## src/rtl/hazard_stall_unit.sv

```systemverilog
// Hazard/stall controller beside ID: load-use stalls, data-memory wait states and
// taken-branch flushes, plus a sticky memory timeout flag and a saturating stall counter.
module hazard_stall_unit #(
    parameter int REG_AW   = 3,
    parameter int CNT_W    = 8,
    parameter int MAX_WAIT = 15
) (
    input  logic              clk,
    input  logic              rst_n,
    input  logic [REG_AW-1:0] ID_Reg_Rs,
    input  logic [REG_AW-1:0] ID_Reg_Rt,
    input  logic              ID_uses_Rt,
    input  logic              ID_valid_in,
    input  logic              EX_Mem_read,
    input  logic [REG_AW-1:0] EX_Reg_Rd,
    input  logic              EX_valid_in,
    input  logic              EXM_Mem_access,
    input  logic              EXM_valid_in,
    input  logic              mem_ready,
    input  logic              branch_taken,
    output logic              PC_write,
    output logic              IFID_write,
    output logic              IFID_flush,
    output logic              IDEX_bubble,
    output logic              EXM_hold,
    output logic              mem_timeout,
    output logic [CNT_W-1:0]  stall_count
);

    localparam int WAIT_W = (MAX_WAIT < 1) ? 1 : $clog2(MAX_WAIT + 1);
    localparam logic [WAIT_W-1:0] WAIT_MAX = WAIT_W'(MAX_WAIT);

    typedef enum logic [1:0] {
        RUN      = 2'd0,
        LU_STALL = 2'd1,
        MEM_WAIT = 2'd2
    } state_t;

    typedef struct packed {
        logic pc_write;
        logic ifid_write;
        logic ifid_flush;
        logic idex_bubble;
        logic exm_hold;
    } ctrl_t;

    localparam ctrl_t CTRL_PASS  = 5'b11000;
    localparam ctrl_t CTRL_FLUSH = 5'b11110;
    localparam ctrl_t CTRL_LU    = 5'b00010;
    localparam ctrl_t CTRL_HOLD  = 5'b00001;

    state_t            state, state_nxt;
    logic [WAIT_W-1:0] wait_cnt, wait_nxt;
    ctrl_t             ctrl;
    logic              rs_hit, rt_hit, lu, mwait, tmo_set;

    assign rs_hit = (ID_Reg_Rs == EX_Reg_Rd);
    assign rt_hit = ID_uses_Rt & (ID_Reg_Rt == EX_Reg_Rd);
    assign lu     = EX_Mem_read & ~EX_valid_in & ~ID_valid_in & (rs_hit | rt_hit);
    assign mwait  = EXM_Mem_access & ~EXM_valid_in & ~mem_ready;

    // Priority mwait > branch > lu. Once a memory wait releases, the cycle is
    // decoded exactly as RUN; LU_STALL masks lu because the load has moved to MEM.
    always_comb begin
        ctrl      = CTRL_PASS;
        state_nxt = RUN;
        wait_nxt  = '0;
        unique case (state)
            MEM_WAIT: begin
                if (mwait) begin
                    ctrl      = CTRL_HOLD;
                    state_nxt = MEM_WAIT;
                    wait_nxt  = (wait_cnt == WAIT_MAX) ? wait_cnt : wait_cnt + WAIT_W'(1);
                end else if (branch_taken) begin
                    ctrl = CTRL_FLUSH;
                end else if (lu) begin
                    ctrl      = CTRL_LU;
                    state_nxt = LU_STALL;
                end
            end
            LU_STALL: begin
                if (mwait) begin
                    ctrl      = CTRL_HOLD;
                    state_nxt = MEM_WAIT;
                    wait_nxt  = WAIT_W'(1);
                end else if (branch_taken) begin
                    ctrl = CTRL_FLUSH;
                end
            end
            default: begin
                if (mwait) begin
                    ctrl      = CTRL_HOLD;
                    state_nxt = MEM_WAIT;
                    wait_nxt  = WAIT_W'(1);
                end else if (branch_taken) begin
                    ctrl = CTRL_FLUSH;
                end else if (lu) begin
                    ctrl      = CTRL_LU;
                    state_nxt = LU_STALL;
                end
            end
        endcase
    end

    // wait_cnt holds the number of stalled memory cycles already completed.
    assign tmo_set = (state_nxt == MEM_WAIT) && (wait_nxt >= WAIT_MAX);

    // Reset forces a clean pass-through so no stall leaks out of reset.
    assign PC_write    = rst_n ? ctrl.pc_write    : 1'b1;
    assign IFID_write  = rst_n ? ctrl.ifid_write  : 1'b1;
    assign IFID_flush  = rst_n ? ctrl.ifid_flush  : 1'b0;
    assign IDEX_bubble = rst_n ? ctrl.idex_bubble : 1'b0;
    assign EXM_hold    = rst_n ? ctrl.exm_hold    : 1'b0;

    always_ff @(posedge clk) begin
        if (!rst_n) begin
            state       <= RUN;
            wait_cnt    <= '0;
            mem_timeout <= 1'b0;
            stall_count <= '0;
        end else begin
            state    <= state_nxt;
            wait_cnt <= wait_nxt;
            if (tmo_set)
                mem_timeout <= 1'b1;
            if (!PC_write && (stall_count != {CNT_W{1'b1}}))
                stall_count <= stall_count + CNT_W'(1);
        end
    end

endmodule

```

## config.mk

```make
export PLATFORM = sky130hd
export DESIGN_NAME = hazard_stall_unit
export DESIGN_NICKNAME = d
export VERILOG_FILES = /design/src/rtl/hazard_stall_unit.sv
export SDC_FILE = /design/constraint.sdc
export NUM_CORES = 1
export LEC_CHECK = 0
export ABC_AREA = 0
export CORE_UTILIZATION = 44
export CTS_CLUSTER_DIAMETER = 60
export DETAILED_ROUTE_END_ITERATION = 8
export PLACE_DENSITY = 0.88
export SETUP_SLACK_MARGIN = 0.05
export SLEW_MARGIN = 20
export SYNTH_ARGS = -nofsm -noshare
export SYNTH_HDL_FRONTEND = slang
export SYNTH_SLANG_ARGS = --single-unit
```

## constraint.sdc

```tcl
create_clock -name clk -period 2 [get_ports clk]
set_input_delay 0.4 -clock clk [delete_from_list [all_inputs] [get_ports clk]]
set_output_delay 0.4 -clock clk [all_outputs]
set_load 0.02 [all_outputs]
```

==> impl_metrics.json <==
{
  "fmax_ghz": 0.520,
  "synth_ff_type": "dfxtp_1",
  "syn_nets": 127,
  "drtAntennaViolNets": 0,
  "drv_slew": 0,
  "die-area_um2": 2350,
  "final_cell_mix": "15 x buf_4, 14 x clkdlybuf4s50_1, 14 x dfxtp_1, 10 x nand2_1, 9 x dlygate4sd2_1",
  "clk_latency_ns": 0.28,
  "gr-total-overflow": 0,
  "start_util_pct": 47.6,
  "rsz0062_at_grt": "yes",
  "cts_made_buffers": 3,
  "cp-start-kind": "input port",
  "dr.pass1.iters": 4,
  "ys_ff_latch": 15,
  "syn_avg_cell_area_um2": 8.98,
  "clock_skew_ns": 0.00210,
  "final_common_cell": "buf_4",
  "worst_r2r_startpoint": "state[0]",
  "cts_max_level": 1,
  "antenna_found_initial": 0,
  "final.min_clock_period_ns": 1.92,
  "via_per_inst": 5.33,
  "ios": 33,
  "grt_pass1_wl_mm": 4.20,
  "rows": 16,
  "critical_path_required_ns": 1.60,
  "n_fill_cell": 155,
  "async_reset_ff_share_pct": 0,
  "p_leak_uw": 0.000581,
  "grt_pass1_vias": 1008,
  "area_growth_pct": 50.6,
  "track_usage_pct": 22.4,
  "gp_congestion": 0.794,
  "outcome": "complete, no violations",
  "worstHoldStart": "mem_timeout",
  "coreArea_um2": 2000,
  "seq_area_frac_synth_pct": 31.5,
  "via_count": 965,
  "cts_sinks": 15,
  "cts_root_buf": "clkbuf_4",
  "holdBufCountCts": 0,
  "die_w_um": 48.5,
  "hold_violations": 0,
  "die_y_um": 48.5,
  "drv_cap": 0,
  "powerDensity_nw_per_um2": 414,
  "route.detailed.drc": 0,
  "path_max_fanout": 3,
  "cts_tree": "done",
  "wl_per_cell_um": 13.6,
  "finish.net_count": 176,
  "ir_worst_vdd_uv": 342,
  "yosysUniqueCellTypes": 33,
  "drive_above_1_share_pct": 26.6,
  "clkTransAtPathRegs_ns": 0.08,
  "regArea_um2": 302,
  "antennaDiodeCount": 0,
  "multiInputGateArea_um2": 639,
  "setup_viol": 0,
  "arrival_ns": 1.52,
  "drt_iter0_markers": 15,
  "relSlewSlack_pct": 77.6,
  "yosysWarnings": 0,
  "syn_inst": 106,
  "cp-end-kind": "output pin",
  "worst_pin_slew_ns": 0.336,
  "grt_max_degree": 11,
  "whs_ns": 0.478,
  "hpwl_mm": 1.95,
  "power.total_uw": 594,
  "min_period_over_period_pct": 96.1,
  "synth-edff-count": 0,
  "crit_type": "input port to output pin",
  "port_buffers": 32,
  "syn-cell-area_um2": 952,
  "clockBufferDepth": 2,
  "hold_class": "flop to flop",
  "cp-startpoint": "ID_uses_Rt",
  "drt-total-wl_mm": 2.46
}
## cells by family (layout without fill, tap and decap cells)
family | Yosys count | after routing | synth area share (%)
AO/OA/AOI/OAI | 23 | 23 | 24.0
XOR/XNOR | 8 | 8 | 7.36
adder cells (fa/ha/maj) | 2 | 2 | 2.63
buffers and inverters | 9 | 57 | 4.07
flip-flops | 15 | 15 | 31.5
multiplexers | 6 | 6 | 6.31
AND/OR/NAND/NOR | 43 | 43 | 24.0
## per-layer routing
metal / vias to the layer above / wire (um) / track usage (%)
li1: 480 / - / -
met1: 459 / 964 / 23.3
met2: 24 / 1380 / 44.1
met3: 2 / 103 / 5.66
met4: 0 / 10 / 5.39
met5: - / 0 / 0
## state kept, by name (all words and copies together), names as in the netlist
| signal | cells |
|---|---|
| state | 2 |
| wait_cnt | 4 |
| mem_timeout | 1 |
| stall_count | 8 |
## metrics by stage
step                      setup slack [ns]  instance area, um^2  cells  setup TNS (ns)  utilization (%)
after floorplan                     0.0720                  952    106               0                -
after global placement              -0.605                 1370    173           -3.20             68.6
after detailed placement            -0.649                 1370    173           -3.83             68.6
after CTS                           0.0490                 1430    180               0             71.2
after global routing                0.0324                 1430    181               0             71.6
final                               0.0779                 1430    181               0             71.6
## timing repair
action,CTS,global route
resized for setup,45,6
pin swaps,9,5
buffers inserted,3,1
endpoints found under the setup margin,6,4
## synthesized netlist by cell type, types with 2 or more instances
library cell	count	area (um^2)
dfxtp_1	15	300
nand2_1	10	37.5
nor2_1	9	33.8
a21oi_1	7	35.0
mux2i_1	6	60.1
nand3_1	6	30.0
inv_1	5	18.8
nand2b_1	4	25.0
nand4_1	4	25.0
xnor2_1	4	35.0
xor2_1	4	35.0
a211oi_2	3	37.5
and4_1	3	26.3
a2111oi_4	2	55.1
a21o_1	2	15.0
a31oi_1	2	12.5
ha_1	2	25.0
nor3_1	2	10.0
o211ai_1	2	15.0
## where the power goes
group / internal (uW) / switching, uW / leakage (uW) / total (uW)
Sequential: 301 / 3.16 / 0.000121 / 304
Clock: 77.5 / 94.8 / 0.0000150 / 172
Combinational: 63.7 / 54.0 / 0.000445 / 118
Total: 442 / 152 / 0.000581 / 594
## final timing paths
kind	slack [ns]	cells past startpoint	end
worst max register to register	0.19	7	stall_count[6]
worst min register to register	0.48	2	mem_timeout
worst max-delay path	0.08	5	IFID_write
worst min-delay path	0.48	2	mem_timeout
## worst max-delay path, stage by stage
cell	delay, ns
clkdlybuf4s50_1	0.39
and4_4	0.20
o211a_1	0.24
nor2_2	0.15
buf_6	0.14
## cell type report
| cell class | instances | area share [%] |
|---|---|---|
| Clock buffer | 4 | 1.83 |
| Inverter | 6 | 1.57 |
| Multi-Input combinational cell | 82 | 44.6 |
| Sequential cell | 15 | 21.0 |
| Tap cell | 27 | 2.36 |
| Timing Repair Buffer | 47 | 28.6 |
Note: power is estimated with default switching activity, not from simulation.
